<file path="src/rtl/ascon_serial_host.sv">
// Host-side serial driver for the Ascon decryption core.
// Loads key/nonce/AD/CT serially with LFSR shares, then reads PT/tag back.
module ascon_serial_host #(
  parameter int          K          = 128,
  parameter int          L          = 40,
  parameter int          Y          = 40,
  parameter int          START_HOLD = 3,
  parameter int          READ_DELAY = 2,
  parameter int          TIMEOUT    = 4096,
  parameter logic [31:0] SEED       = 32'hACE1_5EED
) (
  input  logic           clk,
  input  logic           rst,
  input  logic           start,
  input  logic [K-1:0]   key_i,
  input  logic [127:0]   nonce_i,
  input  logic [L-1:0]   ad_i,
  input  logic [Y-1:0]   ct_i,
  output logic           busy,
  output logic           done,
  output logic           err,
  output logic [Y-1:0]   pt_o,
  output logic [127:0]   tag_o,
  output logic [15:0]    cycles_o,
  output logic [2:0]     keyxSO,
  output logic [2:0]     noncexSO,
  output logic [2:0]     associated_dataxSO,
  output logic [2:0]     cipher_textxSO,
  output logic [6:0]     r_64xSO,
  output logic           r_128xSO,
  output logic           r_ptxSO,
  output logic           decryption_startxSO,
  input  logic           plain_textxSI,
  input  logic           tagxSI,
  input  logic           decryption_readyxSI
);

  localparam int MAX = (K > L) ? ((K > Y) ? K : Y)
                               : ((L > Y) ? L : Y);
  localparam int TW  = $clog2(TIMEOUT + 1);

  localparam logic [15:0]   LAST    = 16'(MAX - 1);
  localparam logic [15:0]   SH_LAST = 16'(START_HOLD - 1);
  localparam logic [15:0]   RD_LAST = 16'(READ_DELAY - 1);
  localparam logic [15:0]   PT_LEN  = 16'(Y);
  localparam logic [15:0]   TAG_LEN = 16'd128;
  localparam logic [TW-1:0] TO_LAST = TW'(TIMEOUT - 1);
  localparam logic [31:0]   TAPS    = 32'h8020_0003;

  typedef enum logic [2:0] {
    S_IDLE,
    S_LOAD,
    S_START,
    S_WAIT,
    S_DELAY,
    S_READ,
    S_DONE,
    S_ERR
  } state_t;

  state_t state, nextState;

  logic [15:0]   ctr;
  logic [TW-1:0] waitCtr;
  logic [31:0]   lfsr, lfsrStep;
  logic [K-1:0]  keySh;
  logic [127:0]  nonceSh;
  logic [L-1:0]  adSh;
  logic [Y-1:0]  ctSh;

  logic        accept;
  logic        inLoad;
  logic        loadNext;
  logic        timeout;
  logic [16:0] rndNext;
  logic [3:0]  datNext;

  assign accept  = start && (state == S_IDLE || state == S_ERR);
  assign inLoad  = (state == S_LOAD);
  assign timeout = (state == S_WAIT) && !decryption_readyxSI
                   && (waitCtr == TO_LAST);

  assign busy = (state != S_IDLE) && (state != S_ERR);
  assign done = (state == S_DONE);
  assign decryption_startxSO = (state == S_START);

  assign lfsrStep = {1'b0, lfsr[31:1]} ^ (lfsr[0] ? TAPS : 32'h0);

  always_ff @(posedge clk or negedge rst) begin
    if (!rst) state <= S_IDLE;
    else      state <= nextState;
  end

  always_comb begin
    nextState = state;
    unique case (state)
      S_IDLE, S_ERR:
        if (start) nextState = S_LOAD;
      S_LOAD:
        if (ctr == LAST) nextState = S_START;
      S_START:
        if (ctr == SH_LAST) nextState = S_WAIT;
      S_WAIT:
        if (decryption_readyxSI) nextState = S_DELAY;
        else if (timeout)        nextState = S_ERR;
      S_DELAY:
        if (ctr == RD_LAST) nextState = S_READ;
      S_READ:
        if (ctr == LAST) nextState = S_DONE;
      S_DONE:
        nextState = S_IDLE;
      default:
        nextState = S_IDLE;
    endcase
  end

  // Lane values for the coming cycle, so the serial outputs are flops.
  always_comb begin
    loadNext = (nextState == S_LOAD);
    rndNext  = '0;
    datNext  = '0;
    if (loadNext) begin
      rndNext = inLoad ? lfsrStep[16:0] : lfsr[16:0];
      if (inLoad)
        datNext = {keySh[K-2], nonceSh[126], adSh[L-2], ctSh[Y-2]};
      else
        datNext = {key_i[K-1], nonce_i[127], ad_i[L-1], ct_i[Y-1]};
    end
  end

  always_ff @(posedge clk or negedge rst) begin
    if (!rst) begin
      ctr                <= '0;
      waitCtr            <= '0;
      lfsr               <= SEED;
      keySh              <= '0;
      nonceSh            <= '0;
      adSh               <= '0;
      ctSh               <= '0;
      err                <= 1'b0;
      pt_o               <= '0;
      tag_o              <= '0;
      cycles_o           <= '0;
      keyxSO             <= '0;
      noncexSO           <= '0;
      associated_dataxSO <= '0;
      cipher_textxSO     <= '0;
      r_64xSO            <= '0;
      r_128xSO           <= 1'b0;
      r_ptxSO            <= 1'b0;
    end else begin
      if (nextState != state)
        ctr <= '0;
      else if (state inside {S_LOAD, S_START, S_DELAY, S_READ})
        ctr <= ctr + 16'd1;

      if (state == S_WAIT) waitCtr <= waitCtr + 1'b1;
      else                 waitCtr <= '0;

      if (accept) begin
        keySh    <= key_i;
        nonceSh  <= nonce_i;
        adSh     <= ad_i;
        ctSh     <= ct_i;
        err      <= 1'b0;
        cycles_o <= '0;
        pt_o     <= '0;
        tag_o    <= '0;
      end else if (inLoad) begin
        keySh   <= keySh << 1;
        nonceSh <= nonceSh << 1;
        adSh    <= adSh << 1;
        ctSh    <= ctSh << 1;
        lfsr    <= lfsrStep;
      end

      // Count includes the cycle in which ready is seen.
      if (state == S_START || state == S_WAIT) begin
        if (cycles_o != 16'hFFFF) cycles_o <= cycles_o + 16'd1;
      end

      if (timeout) err <= 1'b1;

      if (state == S_READ) begin
        if (ctr < PT_LEN)  pt_o  <= {plain_textxSI, pt_o[Y-1:1]};
        if (ctr < TAG_LEN) tag_o <= {tagxSI, tag_o[127:1]};
      end

      keyxSO             <= {rndNext[7:6], datNext[3]};
      noncexSO           <= {rndNext[1:0], datNext[2]};
      associated_dataxSO <= {rndNext[5:4], datNext[1]};
      cipher_textxSO     <= {rndNext[3:2], datNext[0]};
      r_64xSO            <= rndNext[14:8];
      r_ptxSO            <= rndNext[15];
      r_128xSO           <= rndNext[16];
    end
  end

endmodule
</file>
<file path="config.mk">
export PLATFORM = sky130hd
export DESIGN_NAME = ascon_serial_host
export DESIGN_NICKNAME = d
export VERILOG_FILES = /design/src/rtl/ascon_serial_host.sv
export SDC_FILE = /design/constraint.sdc
export NUM_CORES = 1
export LEC_CHECK = 0
export ABC_AREA = 1
export BUFFER_PORTS_ARGS = -buffer_cell sky130_fd_sc_hd__buf_2
export CAP_MARGIN = 20
export CORE_MARGIN = 2
export CORE_UTILIZATION = 30
export CTS_BUF_LIST = sky130_fd_sc_hd__clkbuf_2
export DETAILED_ROUTE_END_ITERATION = 10
export PLACE_DENSITY_LB_ADDON = 0.25
export SLEW_MARGIN = 20
export SYNTH_ARGS = -nofsm -noshare
export SYNTH_HDL_FRONTEND = slang
export SYNTH_SLANG_ARGS = --single-unit
export TNS_END_PERCENT = 10
</file>
<file path="constraint.sdc">
create_clock -name clk -period 4.7 [get_ports clk]
set_input_delay 0.47 -clock clk [delete_from_list [all_inputs] [get_ports clk]]
set_output_delay 0.47 -clock clk [all_outputs]
set_load 0.01 [all_outputs]
</file>
; ---- Yosys cells after proc, flatten, opt, wreduce, memory -nomap -nowiden
; Cells that the tools add are included.
[word_totals]
output_inout_bits = 209
elab_cells = 91
in_bits = 342
reg_bits = 602
[op_classes]
n_eq_ne = 15
n_reduce_logical = 15
muxes = 35
n_addsub = 3
bitwise_logic = 2
order_cmp = 2
[ops]
columns = operator, count
row1 = $mux 127, 4
row2 = $mux 128, 3
row3 = $mux 39, 4
row4 = $mux 40, 3
row5 = $mux 16, 5
row6 = $mux 17, 2
row7 = $add 16x1->16 const B, 2
row8 = $mux 32, 1
row9 = $xor 31x32->32, 1
row10 = $mux 3, 7
row11 = $pmux 3 s7, 1
row12 = $eq 16x1->1 const B, 1
row13 = $eq 16x2->1 const B, 1
row14 = $eq 16x7->1 const B, 1
row15 = $lt 16x6->1 const B, 1
row16 = $lt 16x8->1 const B, 1
row17 = $ne 16x16->1 const B, 1
row18 = $add 13x1->13 const B, 1
row19 = $eq 13x12->1 const B, 1
row20 = $mux 13, 1
row21 = $eq 3x3->1 const B, 4
row22 = $mux 4, 2
row23 = $eq 3x1->1 const B, 2
row24 = $eq 3x2->1 const B, 2
row25 = 13 further kinds, 20

; ---- Logic depth before layout (Yosys ltp)
[logic_depth]
depth_word = 8
mapped_depth = 13
depth_no_buf = 12

; ---- Worst setup path after synthesis
; Ideal clock, no wire load.
[synth_path]
path_kind = register to register
start = register waitCtr[0]
end = register ctr[9]
arrival_ps = 1575
path_slack_ps = 3004
stages_incl_launch_ff = 14
path_buffers = 1
synth_period_minus_slack_ps = 1696
t_required_ps = 4579
setup_time_ps = 121
path_cell_list = dfrtp_1 ha_1 nand2_1 inv_1 nand2_1 nor2_1 nand2_1 nand2_1 nand3_1 nand2_1 nor2_1 nand2_2 buf_4 nor2_1
[synth_between]
elab_chain_cells = 7
word_cells_on_any_way = 8
classes_between = 2 x eq/ne / 4 x mux / 2 x reduce/logical
[synth_rtl]
columns = item, line_no
row1 = from (decl), 64  ; logic [TW-1:0] waitCtr;
row2 = from (signal assigned), 157  ; if (state == S_WAIT) waitCtr <= waitCtr + 1'b1;
row3 = $eq 13x12->1 *, 81  ; && (waitCtr == TO_LAST);
row4 = $logic_and 1x1->1 *, 81
row5 = $mux 3 *, 105  ; else if (timeout) nextState = S_ERR;
row6 = $mux 3 *, 104  ; if (decryption_readyxSI) nextState = S_DELAY;
row7 = $pmux 3 s7 *, 96  ; unique case (state)
row8 = $ne 3x3->1 *, 152  ; if (nextState != state)
row9 = $mux 16 / $reduce_bool 2->1 (equally long branches), -
row10 = to (signal assigned), 155  ; ctr <= ctr + 16'd1;
row11 = to (decl), 63  ; logic [15:0] ctr;
; Every way passes the cells marked *; elsewhere a longest branch is shown, timed or not.
; A chain may end at the register's enable or synchronous reset.

; ---- Worst setup path in the final report
[layout_path]
start = register state[1]
end = register ctSh[38]
[layout_between]
elab_chain_cells = 4
word_cells_on_any_way = 7
classes_between = 2 x eq/ne / 1 x mux / 4 x reduce/logical
[layout_rtl]
columns = item, line_no
row1 = from (decl), 61  ; state_t state, nextState;
row2 = from (signal assigned), 91  ; else state <= nextState;
row3 = $eq 3x3->1 / $logic_not 3->1 (equally long branches), 78  ; assign accept = start && (state == S_IDLE || state == S_ERR);
row4 = $logic_or 1x1->1, 78
row5 = $logic_and 1x1->1, 78
row6 = $mux 39 / $reduce_bool 2->1 (equally long branches), -
row7 = to (signal assigned), 164  ; ctSh <= ct_i;
row8 = to (signal assigned), 173  ; ctSh <= ctSh << 1;
row9 = to (decl), 69  ; logic [Y-1:0] ctSh;
; Parallel ways exist; a longest one is shown, timed or not.

==> flow_summary_export.csv <==
group,metric,value,unit
route,avgRoutedWirePerCell,16.2,um
synth,synth_cells,3018,
final_layout,nNetsFinal,4671,
power_and_ir_drop,peakVddDrop,410,uV
sta,maxSlewViolCount,0,
route,routed_via_density,4.68,
die,die_width,300,um
grt,grt.overflow.total,0,
critical_path,critPathMaxFanout,144,
min_path,hold_path_class,"in2reg",
critical_path,start_kind,"register",
synth,synth_top_cell_by_area,"dfrtp_1",
critical_path,slowest_stage,"nand2_4",
placement,post-place-cells,4541,
flow_run,maxCapViolations,0,
sta,hold_viol,0,
sta,period_needed,3810,ps
cts,root_buffer,"clkbuf_2",
cts,hold_buffers,769,
route,drt_iter0_drc,1850,
critical_path,rr_startpoint,"state[1]",
synth,seq_area_frac_synth,57.2,%
cts,cts_resized,0,
sta,rsz0062_at_grt,"false",
outcome,status,"completed",
route,wl,90.8,mm
cts,clkSlewWorstSetupHoldPaths,120,ps
grt,grt_antenna_before_repair,17,
route,ant_nets,0,
grt,grt_usage,19.9,%
sta,clock.fmax,262,MHz
grt,grt_pass1_wl,145,mm
die,coreArea,0.0869,sq mm
final_layout,layout_commonest_cell,"dlygate4sd3_1",
cts,cts_tree,"built",
synth,synth_cell_types,44,
die,start_util,30.3,%
cts,htreeDepth,4,
synth,synth_seq_cells,602,
final_layout,utilization,45.1,%
power_and_ir_drop,p_total,18.9,mW
power_and_ir_drop,p_clk_share,20.8,%
critical_path,arrival,5040,ps
synth,yosysTopAreaCellShare,55.3,%
route,dr.pass1.iters,6,
synth,yosys-top-cells-area,"dfrtp_1 (55%), nand2_1 (11%), a31oi_1 (5.4%), inv_1 (4.3%), nor2_1 (4.2%)",
critical_path,cp_slowest_stage_delay,710,ps
synth,netlist_area,0.0264,sq mm
die,dieArea,0.0902,sq mm
critical_path,crit_family,"simple AND/OR/NAND/NOR gates",
placement,io_buffers,550,
final_layout,fillers,8347,
placement,gp_congestion,0.830,
cts,insertion_delay,1450,ps
final_layout,area_growth,48.6,%
die,die_h,300,um
power_and_ir_drop,leakagePower,18.6,nW
sta,slew_headroom,31.1,%
cts,clockBufferDepth,3,
power_and_ir_drop,comb_power_share,37.8,%
sta,fin_worst_skew,160,ps
placement,dp_hpwl,52.0,mm
sta,setup_violations,0,
route,vias,26323,
synth,syn_area_per_cell,8.73,sq um
synth,yosys_warnings,0,
cts,cts_buffers,167,
final_layout,drive_above_1_share,20.2,%
power_and_ir_drop,powerDensity,481,mW/mm^2
die,ioPinCount,551,
critical_path,crit_chain,"nor2_2, nand2_1, o21ai_2, inv_2, nor2_4, inv_16, nand2_4, buf_4, o22ai_1, dlygate4sd3_1",
power_and_ir_drop,p_int,11.4,mW
route,post-route-drc-count,0,
power_and_ir_drop,pwr-share-seq,41.4,%
sta,totalNegativeSetupSlack,0,ps
final_layout,final_cell_mix,"dlygate4sd3_1 (768), nand2_1 (757), dfrtp_1 (583)",
min_path,min_from,"start",
final_layout,stdcell_count,5622,
power_and_ir_drop,swShare,39.4,%
cts,cts_setup_buffers,0,
critical_path,end_kind,"register",
critical_path,worst_ep_required_time,5930,ps
critical_path,cp.buffers_inverters,4,
grt,grt_pass1_vias,27029,
critical_path,crit_path_start,"state[1]",
critical_path,worst-setup-path-type,"reg2reg",
sta,min_period_over_period,81.1,%
cts,clock-sinks,602,
power_and_ir_drop,p_switching,7.44,mW
synth,syn_nets,3365,
die,core.rowCount,108,
sta,tightestPinTransition,1030,ps
grt,grt_start_max_net_pins,230,
stage by stage:
stage / worst slack, ps / instance area [sq um] / hold WS (ps)
after floorplan: 3000 / 26400 / 174
after global placement: 1310 / 29900 / 453
after detailed placement: 1300 / 29900 / 459
after CTS: 858 / 39100 / 20.7
after global routing: 622 / 39200 / 88.2
final: 890 / 39200 / 265
routing by layer:
| layer | wire length, um | vias up | GRT usage, % |
|---|---|---|---|
| li1 | - | 12647 | - |
| met1 | 38900 | 12568 | 25.2 |
| met2 | 42400 | 898 | 31.9 |
| met3 | 6820 | 204 | 5.88 |
| met4 | 2620 | 6 | 7.82 |
| met5 | 38 | - | 0 |
synthesized netlist by cell type:
cell type  count
a211oi_1       1
a21oi_1       19
a221oi_1       1
a31oi_1      229
a32o_1         1
buf_1          1
buf_2        149
buf_4          4
buf_6          6
clkbuf_1      48
clkinv_1       1
dfrtp_1      583
dfstp_2       19
ha_1           5
inv_1        301
inv_2          5
inv_4          1
inv_6          1
mux2i_1        1
nand2_1      757
nand2_2        5
nand2_4        1
nand3_1      174
nand3_2        1
nand4_1       11
nor2_1       293
nor2_2         4
nor2_4         3
nor2_8         1
nor3_1        34
nor3_2         2
nor3b_1        4
nor4_1         1
o211ai_1       2
o21ai_0      196
o21ai_1       19
o21ai_2        1
o221a_2        2
o221ai_1      89
o22ai_1        7
o31ai_1        1
or2_2         16
xnor2_1        3
xor2_1        15
state kept, by name, summed over array words and instances (netlist names), 32 cells and up:
name and flops:
adSh 39, ctSh 39, keySh 127, lfsr 32, nonceSh 127, pt_o 40, tag_o 128
layout make-up:
cell class / instances / area [sq um] / share of cell area, %
repair buffers: 1345 / 10800 / 27.5
diodes: 22 / 55.1 / 0.141
clock inverters: 56 / 324 / 0.827
inverters: 309 / 1190 / 3.03
flip-flops and latches: 602 / 15100 / 38.5
well taps: 1155 / 1450 / 3.69
multi-input cells: 1899 / 9100 / 23.2
clock buffers: 234 / 1170 / 2.99
worst min-delay path: stages:
cell and delay [ps]:
dlygate4sd3_1 520, buf_2 120, o211ai_1 100, nand2_1 70, nor2_1 40, nand2_2 270
nor2_1 70
worst paths after layout:
kind / end / slack, ps / cells after the start
hold reg to reg: lfsr[20] / 420 / 2
hold / removal: ctr[6] / 270 / 7
min in group asynchronous: ctSh[33] / 350 / 4
setup reg to reg: ctSh[38] / 890 / 10
setup / recovery: ctSh[38] / 890 / 10
max in group asynchronous: pt_o[18] / 3600 / 4
kinds of logic after synthesis:
kind of cell / Yosys count / synth area share, %
and+or+nand+nor: 1307 / 20.3
DFF: 602 / 57.2
AOI/OAI and AO/OA: 568 / 13.3
buffers and inverters: 517 / 8.33
xor gates and xnor gates: 18 / 0.598
adders and majority gates: 5 / 0.237
muxes: 1 / 0.0380
power groups by stage:
stage	registers [mW]	logic (mW)	clock network [mW]
final	7.81	7.12	3.92
after floorplan	7.71	4.50	0
after detailed placement	7.86	5.98	0
after CTS	7.77	7.04	4.10
after global placement	7.86	5.89	0
after global routing	7.99	7.98	4.38
Note: power is estimated with default switching activity, not from simulation.
